**src/rtl/trans_ingress_fifo_if.sv**
```systemverilog
// Ingress/egress bundle for trans_ingress_fifo.
// slave  : the FIFO side (accepts beats, presents head word, counters).
// master : the upstream link plus validator side that drives beats and acks.
interface trans_ingress_fifo_if #(
  parameter int DEPTH  = 16,
  parameter int DROP_W = 16
);
  localparam int CW = $clog2(DEPTH) + 1;

  logic [31:0]       in_data;
  logic              in_valid;
  logic              in_sop;
  logic              in_ready;
  logic [127:0]      data_o;
  logic              valid_o;
  logic              ack_i;
  logic [CW-1:0]     count_o;
  logic [DROP_W-1:0] drop_cnt_o;

  modport master (
    output in_data, in_valid, in_sop, ack_i,
    input  in_ready, data_o, valid_o, count_o, drop_cnt_o
  );

  modport slave (
    input  in_data, in_valid, in_sop, ack_i,
    output in_ready, data_o, valid_o, count_o, drop_cnt_o
  );
endinterface

```
**src/rtl/trans_ingress_fifo.sv**
```systemverilog
// Purpose: assemble 4x32-bit beats into 128-bit transaction words and buffer them for the validator.
// Latency: head valid the cycle after the 4th beat is accepted into an empty FIFO.
// Backpressure: registered in_ready = !full; head held (level valid) until ack_i.
// Ports: clk, rst (sync, active-high); bus.slave carries in_data/in_valid/in_sop/in_ready
//        on the ingress side and data_o/valid_o/ack_i/count_o/drop_cnt_o on the egress side.
module trans_ingress_fifo #(
  parameter int DEPTH  = 16,
  parameter int DROP_W = 16
) (
  input  logic                  clk,
  input  logic                  rst,
  trans_ingress_fifo_if.slave   bus
);
  localparam int AW = $clog2(DEPTH);
  localparam int CW = AW + 1;
  localparam logic [CW-1:0] FULL_CNT = CW'(DEPTH);

  logic [127:0]      mem_q [DEPTH];
  logic [AW-1:0]     wr_ptr_q, wr_ptr_d;
  logic [AW-1:0]     rd_ptr_q, rd_ptr_d;
  logic [CW-1:0]     count_q, count_d;
  logic [1:0]        bidx_q, bidx_d;
  // Beats 0..2 of the transaction under assembly, i.e. word bits [127:32].
  logic [95:0]       buf_q, buf_d;
  logic [DROP_W-1:0] drop_q, drop_d;
  logic              valid_q, valid_d;
  logic              in_ready_q, in_ready_d;

  logic              accept;
  logic              pop;
  logic              push;
  logic              drop_evt;
  logic [127:0]      wr_dat;

  always_comb begin
    accept   = bus.in_valid & in_ready_q;
    pop      = bus.ack_i & valid_q;
    push     = 1'b0;
    drop_evt = 1'b0;
    wr_dat   = {buf_q, bus.in_data};
    bidx_d   = bidx_q;
    buf_d    = buf_q;
    drop_d   = drop_q;

    if (accept) begin
      if (bus.in_sop) begin
        // A new sop always restarts assembly; any partial in flight is lost.
        drop_evt      = (bidx_q != 2'd0);
        buf_d[95:64]  = bus.in_data;
        bidx_d        = 2'd1;
      end else begin
        case (bidx_q)
          2'd0: drop_evt = 1'b1;  // orphan beat, no sop seen
          2'd1: begin buf_d[63:32] = bus.in_data; bidx_d = 2'd2; end
          2'd2: begin buf_d[31:0]  = bus.in_data; bidx_d = 2'd3; end
          default: begin push = 1'b1; bidx_d = 2'd0; end
        endcase
      end
    end

    if (drop_evt && (drop_q != {DROP_W{1'b1}})) begin
      drop_d = drop_q + DROP_W'(1);
    end

    wr_ptr_d = push ? wr_ptr_q + AW'(1) : wr_ptr_q;
    rd_ptr_d = pop  ? rd_ptr_q + AW'(1) : rd_ptr_q;

    case ({push, pop})
      2'b10:   count_d = count_q + CW'(1);
      2'b01:   count_d = count_q - CW'(1);
      default: count_d = count_q;
    endcase

    // Both flags look at the next count so they line up with count_q.
    valid_d    = (count_d != '0);
    in_ready_d = (count_d != FULL_CNT);
  end

  always_ff @(posedge clk) begin
    if (rst) begin
      wr_ptr_q   <= '0;
      rd_ptr_q   <= '0;
      count_q    <= '0;
      bidx_q     <= '0;
      buf_q      <= '0;
      drop_q     <= '0;
      valid_q    <= 1'b0;
      in_ready_q <= 1'b0;
    end else begin
      wr_ptr_q   <= wr_ptr_d;
      rd_ptr_q   <= rd_ptr_d;
      count_q    <= count_d;
      bidx_q     <= bidx_d;
      buf_q      <= buf_d;
      drop_q     <= drop_d;
      valid_q    <= valid_d;
      in_ready_q <= in_ready_d;
    end
  end

  // Storage is not reset; pointers and count define what is live.
  always_ff @(posedge clk) begin
    if (push && !rst) begin
      mem_q[wr_ptr_q] <= wr_dat;
    end
  end

  assign bus.in_ready   = in_ready_q;
  assign bus.valid_o    = valid_q;
  assign bus.data_o     = valid_q ? mem_q[rd_ptr_q] : '0;
  assign bus.count_o    = count_q;
  assign bus.drop_cnt_o = drop_q;
endmodule
```
**src/flat_wrapper.sv**
```systemverilog
// flat-port wrapper written by rule: the top's interface ports become plain ports
module trans_ingress_fifo_flat 
#(
  parameter int DEPTH  = 16,
  parameter int DROP_W = 16
)
  (clk, rst, bus_in_data, bus_in_valid, bus_in_sop, bus_ack_i, bus_in_ready, bus_data_o, bus_valid_o, bus_count_o, bus_drop_cnt_o);
  trans_ingress_fifo_if #(.DEPTH(DEPTH), .DROP_W(DROP_W)) bus_i ();
  input  logic clk;
  input  logic rst;
  input wire logic [$bits(bus_i.in_data)-1:0] bus_in_data;
  input wire logic [$bits(bus_i.in_valid)-1:0] bus_in_valid;
  input wire logic [$bits(bus_i.in_sop)-1:0] bus_in_sop;
  input wire logic [$bits(bus_i.ack_i)-1:0] bus_ack_i;
  output wire logic [$bits(bus_i.in_ready)-1:0] bus_in_ready;
  output wire logic [$bits(bus_i.data_o)-1:0] bus_data_o;
  output wire logic [$bits(bus_i.valid_o)-1:0] bus_valid_o;
  output wire logic [$bits(bus_i.count_o)-1:0] bus_count_o;
  output wire logic [$bits(bus_i.drop_cnt_o)-1:0] bus_drop_cnt_o;
  assign bus_i.in_data = bus_in_data;
  assign bus_i.in_valid = bus_in_valid;
  assign bus_i.in_sop = bus_in_sop;
  assign bus_i.ack_i = bus_ack_i;
  assign bus_in_ready = bus_i.in_ready;
  assign bus_data_o = bus_i.data_o;
  assign bus_valid_o = bus_i.valid_o;
  assign bus_count_o = bus_i.count_o;
  assign bus_drop_cnt_o = bus_i.drop_cnt_o;
  trans_ingress_fifo #(.DEPTH(DEPTH), .DROP_W(DROP_W)) u_core (.clk(clk), .rst(rst), .bus(bus_i));
endmodule
```
**config.mk**
```make
export PLATFORM = sky130hd
export DESIGN_NAME = trans_ingress_fifo_flat
export DESIGN_NICKNAME = d
export VERILOG_FILES = /design/src/rtl/trans_ingress_fifo_if.sv /design/src/rtl/trans_ingress_fifo.sv /design/src/flat_wrapper.sv
export SDC_FILE = /design/constraint.sdc
export NUM_CORES = 2
export LEC_CHECK = 0
export CORE_MARGIN = 5
export CORE_UTILIZATION = 41
export CTS_CLUSTER_DIAMETER = 100
export DETAILED_ROUTE_END_ITERATION = 8
export PLACE_DENSITY = 0.54
export RECOVER_POWER = 100
export SLEW_MARGIN = 20
export SYNTH_ARGS = -nofsm -noshare
export SYNTH_HDL_FRONTEND = slang
export SYNTH_SLANG_ARGS = --single-unit
export TNS_END_PERCENT = 10
```
**constraint.sdc**
```tcl
create_clock -name clk -period 23.8 [get_ports clk]
set_input_delay 7.14 -clock clk [delete_from_list [all_inputs] [get_ports clk]]
set_output_delay 7.14 -clock clk [all_outputs]
set_load 0.02 [all_outputs]
```
Yosys cells after proc, flatten, opt, wreduce, memory -nomap -nowiden

Memories as Yosys holds them, arrays and structs flattened. A register that Yosys moved wholly into a read port is not among the register bits.
Index checks and enable logic that the tools add are counted.

Memories kept: 1
Register bits: 129
Memory bits (writable): 2,048
Input port bits: 37
Memory bits (read-only): 0
Bits in latches: 0
Logic and storage cells: 51
Output and inout port bits: 151

Memory list:

| memory       | words | width | rd ports | clocked after memory_dff | wr ports | RTL line                 | source |
|---|---|---|---|---|---|---|---|
| u_core.mem_q | 16    | 128   | 1        | 1                        | 1        | trans_ingress_fifo.sv:18 | `logic [127:0] mem_q [DEPTH];` |

Multipliers: 0
Div/mod/pow operators: 0
Muxes and demuxes: 14
Bitwise logic cells: 3
Reductions and logical operators: 11
Add/sub/neg operators: 5
Shifts and indexed selects: 0
Eq/ne operators: 7
$lt $le $gt $ge: 0

Operators by type and width:

| operator                                                              | number |
|---|---|
| 128-bit two-way mux                                                   | 1 |
| 16-bit by 1-bit adder with 16-bit output, second input constant       | 1 |
| 16-bit inequality test, second input constant                         | 1 |
| 5-bit one-hot mux with 2 select lines                                 | 1 |
| 4-bit by 1-bit adder with 4-bit output, second input constant         | 2 |
| 1-bit two-way mux                                                     | 8 |
| 4-bit two-way mux                                                     | 2 |
| 2-bit one-hot mux with 3 select lines                                 | 1 |
| 3-bit AND reduction                                                   | 2 |
| 5-bit by 1-bit adder with 5-bit output, second input constant         | 1 |
| 5-bit inequality test, second input constant                          | 1 |
| 5-bit nonzero test                                                    | 1 |
| 5-bit by 1-bit subtractor with 5-bit output, second input constant    | 1 |
| 2-bit by 1-bit equality test with 1-bit output, second input constant | 2 |
| 2-bit equality test, second input constant                            | 2 |
| 2-bit AND reduction                                                   | 2 |
| 3-bit OR reduction                                                    | 1 |
| 1-bit bitwise AND                                                     | 2 |
| 1-bit logical AND                                                     | 2 |
| 2-bit logical NOT                                                     | 1 |
| 2-bit two-way mux                                                     | 1 |
| 2-bit inequality test, second input constant                          | 1 |
| 2-bit nonzero test                                                    | 1 |
| 1-bit logical NOT                                                     | 1 |
| 1-bit NOT                                                             | 1 |

Logic depth before layout (Yosys ltp)

Word-level depth: 8
Depth in mapped cells: 13
Gate-level depth less buffers: 11

Least setup slack after synthesis

Ideal clock, no wire load.

Path kind: in2reg
From: in bus_in_sop
To: mem u_core.mem_q[15][0], enable pin
Buffers on the path: 1
Stages on the path: 5
Data required time: 23.183 ns
Slack: 9.907 ns
Arrival time: 13.276 ns
Library setup time: 0.617 ns
Path through: and3b_1 > and2_1 > clkbuf_1 > nand2_1 > nor2_1

Word-level cells in the longest chain between the ends: 5

RTL lines:

| item                                    | RTL line                  | source |
|---|---|---|
| start: declaration                      | flat_wrapper.sv:13        | `input wire logic [$bits(bus_i.in_sop)-1:0] bus_in_sop;` |
| 1-bit two-way mux                       | trans_ingress_fifo.sv:46  | `if (bus.in_sop) begin` |
| 1-bit two-way mux                       | trans_ingress_fifo.sv:45  | `if (accept) begin` |
| 1-bit logical AND                       | trans_ingress_fifo.sv:103 | `if (push && !rst) begin` |
| 1-bit two-way mux                       | trans_ingress_fifo.sv:103 |  |
| 1-bit two-way mux (not written as such) | trans_ingress_fifo.sv:104 | `mem_q[wr_ptr_q] <= wr_dat;` |
| end: declaration                        | trans_ingress_fifo.sv:18  |  |

Every way passes these cells.

==> reports/qor.txt <==
==================================================================================================
Clock transition time at the flip-flop clock pins of the worst setup and hold paths        0.06 ns
Wire length of the first global-routing pass                                                305 mm
Transition time of the tightest slew-check pin                                            10.25 ns
Cell variety after synth                                                                        43
Worst reg2reg path endpoint                                                           u_core.mem_q[15][66]$_DFFE_PP_
Total congestion overflow after global routing                                                   0
Ports                                                                                          188
Total leakage power                                                                        29.6 nW
Global placer's final weighted congestion                                                    0.714
Floorplan row count                                                                            164
Post-synth EDFFs                                                                              2048
Setup crit end                                                                        bus_data_o[115]
Number of storage elements in the synthesis netlist                                           2181
Total power                                                                                7.60 mW
Count of placed standard cells including taps                                                 6366
Kind of path behind the tightest hold check                                                reg2reg
Endpoint type of the worst setup path                                                  output port
DIE AREA                                                                               211000 um^2
Number of filler cells placed in the layout                                                  16300
Dpl hpwl                                                                                    104 mm
Max rail drop VDD                                                                        0.0541 mV
Worst slew margin relative to its limit                                                      -583%
Footprint of the flip-flops and latches                                                 64200 um^2
Clock latency of the later-clocked register in the worst-skew pair                         0.86 ns
Power per standard cell area                                                          80.4 nW/um^2
Top_reg_cell synth                                                                    sky130_fd_sc_hd__edfxtp_1
Final Hold Viols                                                                                 0
Share of synthesized area occupied by flip-flops and latches                                 77.6%
Violated checks                                                                       max-capacitance violations, max-slew violations
Syn Nets                                                                                      3676
Final total negative setup slack                                                              0 ns
Clock tree from TritonCTS                                                                     done
Launch point of the worst reg-to-reg path                                             u_core.bus.in_ready$_SDFF_PP0_
Detailed-route wire length                                                                  215 mm
Skew final                                                                               0.0294 ns
Worst reg-to-reg setup slack                                                              14.23 ns
Hold buffer count at cts                                                                         0
Worst-path fanout max                                                                           44
Nets                                                                                          3982
Clock Tree Buf Depth                                                                             3
Effective utilization at floorplan                                                           41.3%
Run status                                                                            complete, but fails checks
Final instance area                                                                     94600 um^2
Largest net degree at the start of global routing                                              144
Final min period                                                                          17.35 ns
Share of cells above drive strength 1                                                        23.9%
Required time at the worst-slack endpoint                                                 16.66 ns
Number of buffers inserted during clock tree synthesis                                         219
Area after DPL                                                                          88000 um^2
Area added between synthesis and finish                                                      14.4%
Deepest level of the CTS H-tree                                                                  4
Final standard cell count with taps included and fillers excluded                             6790
Via count of the first global-routing pass                                                   40600
Number of endpoints failing setup at the final stage                                             0
Number of nets still failing antenna checks after routing                                        0
Max Clock Freq                                                                          0.0576 GHz
Total of warnings raised by yosys                                                                0
Gate count of the mapped netlist                                                              3625
Post-cts sizing count                                                                            0
Unrepaired setup endpoints after global routing                                              false
DRT iter0 DRCs                                                                                3964
Async S/R FF share, synth                                                                       0%
Die Span X                                                                                  459 um
Final-layout worst hold slack                                                             0.520 ns
Num Clock Sinks                                                                               2181
Vertical die dimension                                                                      459 um
Critical path startpoint category                                                         register
Number of iterations in the first detailed-routing pass                                          5
Antenna violations before repair                                                                27
Clock Tree Root                                                                       sky130_fd_sc_hd__clkbuf_16
Routed length per placed instance                                                          31.7 um
Drt drc                                                                                          0
Total routing resource utilization after global routing                                      20.4%
Final design utilization                                                                     47.3%
Fraction of the cycle the final worst path needs                                             72.9%
Number of buffers inserted by port buffering                                                   187
Pre-CTS WS                                                                                10.85 ns
Depth of the most critical reg-to-reg path                                                       5
Area occupied by multi-input gates                                                      17600 um^2
Count of vias placed by the detailed router                                                  38700
Post-synthesis instance area                                                            82600 um^2
Max-slew violation count                                                                      2820
Arrival time reported for the critical path endpoint                                      10.21 ns
Mean instance size in the synthesized netlist                                            22.8 um^2
Std-Cell Core Area                                                                     200000 um^2
Vias per std cell                                                                             5.69
Max Cap Viol                                                                                    74
Buffers inserted by post-CTS timing repair                                                       0
Setup slack of the critical path after layout                                              6.45 ns
Startpoint-to-endpoint class of the critical path                                          reg2out
==================================================================================================
## Yosys cell counts, types with 6 or more instances
cell / instances / area share (%)
sky130_fd_sc_hd__buf_4: 12 / 0.11
sky130_fd_sc_hd__mux4_2: 640 / 17
sky130_fd_sc_hd__buf_2: 42 / 0.25
sky130_fd_sc_hd__nor2_1: 49 / 0.22
sky130_fd_sc_hd__a21oi_1: 106 / 0.64
sky130_fd_sc_hd__edfxtp_1: 2048 / 74
sky130_fd_sc_hd__xnor2_1: 9 / 0.095
sky130_fd_sc_hd__nand3_1: 7 / 0.042
sky130_fd_sc_hd__and2_1: 134 / 1.0
sky130_fd_sc_hd__buf_1: 24 / 0.11
sky130_fd_sc_hd__clkbuf_1: 113 / 0.51
sky130_fd_sc_hd__dfxtp_1: 133 / 3.2
sky130_fd_sc_hd__nand2_1: 208 / 0.94
sky130_fd_sc_hd__ha_1: 14 / 0.21
sky130_fd_sc_hd__xor2_1: 16 / 0.17
sky130_fd_sc_hd__inv_1: 7 / 0.032
sky130_fd_sc_hd__buf_6: 6 / 0.082
sky130_fd_sc_hd__nand4_1: 9 / 0.068
## worst min path at each step
| stage | startpoint | to | cells after the start |
|---|---|---|---|
| floorplan | u_core.rd_ptr_q[1]$_SDFFE_PP0N_ | register | 2 |
| detailed placement | u_core.rd_ptr_q[1]$_SDFFE_PP0N_ | register | 2 |
| finish | u_core.wr_ptr_q[1]$_SDFFE_PP0P_ | u_core.wr_ptr_q[1]$_SDFFE_PP0P_ | 2 |
| CTS | u_core.wr_ptr_q[1]$_SDFFE_PP0P_ | u_core.wr_ptr_q[1]$_SDFFE_PP0P_ | 2 |
| global placement | u_core.rd_ptr_q[1]$_SDFFE_PP0N_ | register | 2 |
| global route | u_core.wr_ptr_q[1]$_SDFFE_PP0P_ | u_core.wr_ptr_q[1]$_SDFFE_PP0P_ | 2 |
## critical path: stages (launching register included)
cell                            delay, ns
sky130_fd_sc_hd__dfxtp_1             2.49
sky130_fd_sc_hd__clkbuf_1            2.81
sky130_fd_sc_hd__buf_4               1.02
sky130_fd_sc_hd__buf_4               0.80
sky130_fd_sc_hd__mux4_2              0.60
sky130_fd_sc_hd__mux4_2              0.47
sky130_fd_sc_hd__and2_1              0.30
sky130_fd_sc_hd__dlygate4sd3_1       0.71
## power breakdown
group / leakage, nW / switching, mW / internal (mW) / total (mW)
Combinational: 5.55 / 0.0431 / 0.00732 / 0.0504
Sequential: 20.5 / 0.00937 / 4.16 / 4.17
Clock: 3.46 / 1.44 / 1.94 / 3.38
Total: 29.6 / 1.49 / 6.11 / 7.60
## area by class of cell
| type | instances | share of cell area (%) |
|---|---|---|
| tap | 2656 | 3.51 |
| sequential | 2181 | 67.9 |
| timing repair buffer | 282 | 2.46 |
| clock buffer | 327 | 6.60 |
| antenna | 7 | 0.0185 |
| inverter | 7 | 0.0278 |
| clock inverter | 90 | 0.902 |
| multi-input combinational | 1240 | 18.6 |
## placed cells by master, fill, tap and decap left out, drive strengths merged, types with 12 or more instances in the layout
cell	instances
buf	26
clkbuf	404
nand2	208
nor2	49
inv	16
a21oi	106
clkdlybuf4s50	14
xor2	16
mux4	640
and2	134
dlygate4sd3	165
edfxtp	2048
bufinv	12
clkinv	66
dfxtp	133
ha	14
## sequential cells by signal (all words and copies together), names as in the netlist, named ones only
register,count
u_core.bidx_q,2
u_core.mem_q,2048
u_core.bus.in_ready,1
u_core.bus.valid_o,1
u_core.bus.drop_cnt_o,16
u_core.rd_ptr_q,4
u_core.buf_q,96
u_core.bus.count_o,5
u_core.wr_ptr_q,4
## routing by layer
layer | part of all wire [%] | GRT usage [%] | vias to the layer above
met3 | 6.5 | 4.04 | 276
met5 | 0.0097 | 0 | -
li1 | - | - | 15800
met4 | 2.2 | 5.12 | 4
met1 | 42 | 27.9 | 21300
met2 | 49 | 33.8 | 1282
## cells by family (layout without fill, tap and decap cells)
kind of cell | count (synthesis) | after routing | share of synthesized area [%]
other | 0 | 7 | 0
AO/OA/AOI/OAI | 123 | 123 | 0.786
AND/OR/NAND/NOR | 434 | 434 | 2.51
XOR/XNOR | 25 | 25 | 0.265
multiplexers | 644 | 644 | 17.5
adder cells (fa/ha/maj) | 14 | 14 | 0.212
flip-flops | 2181 | 2181 | 77.6
buffers and inverters | 204 | 706 | 1.10
Note: power is estimated with default switching activity, not from simulation.
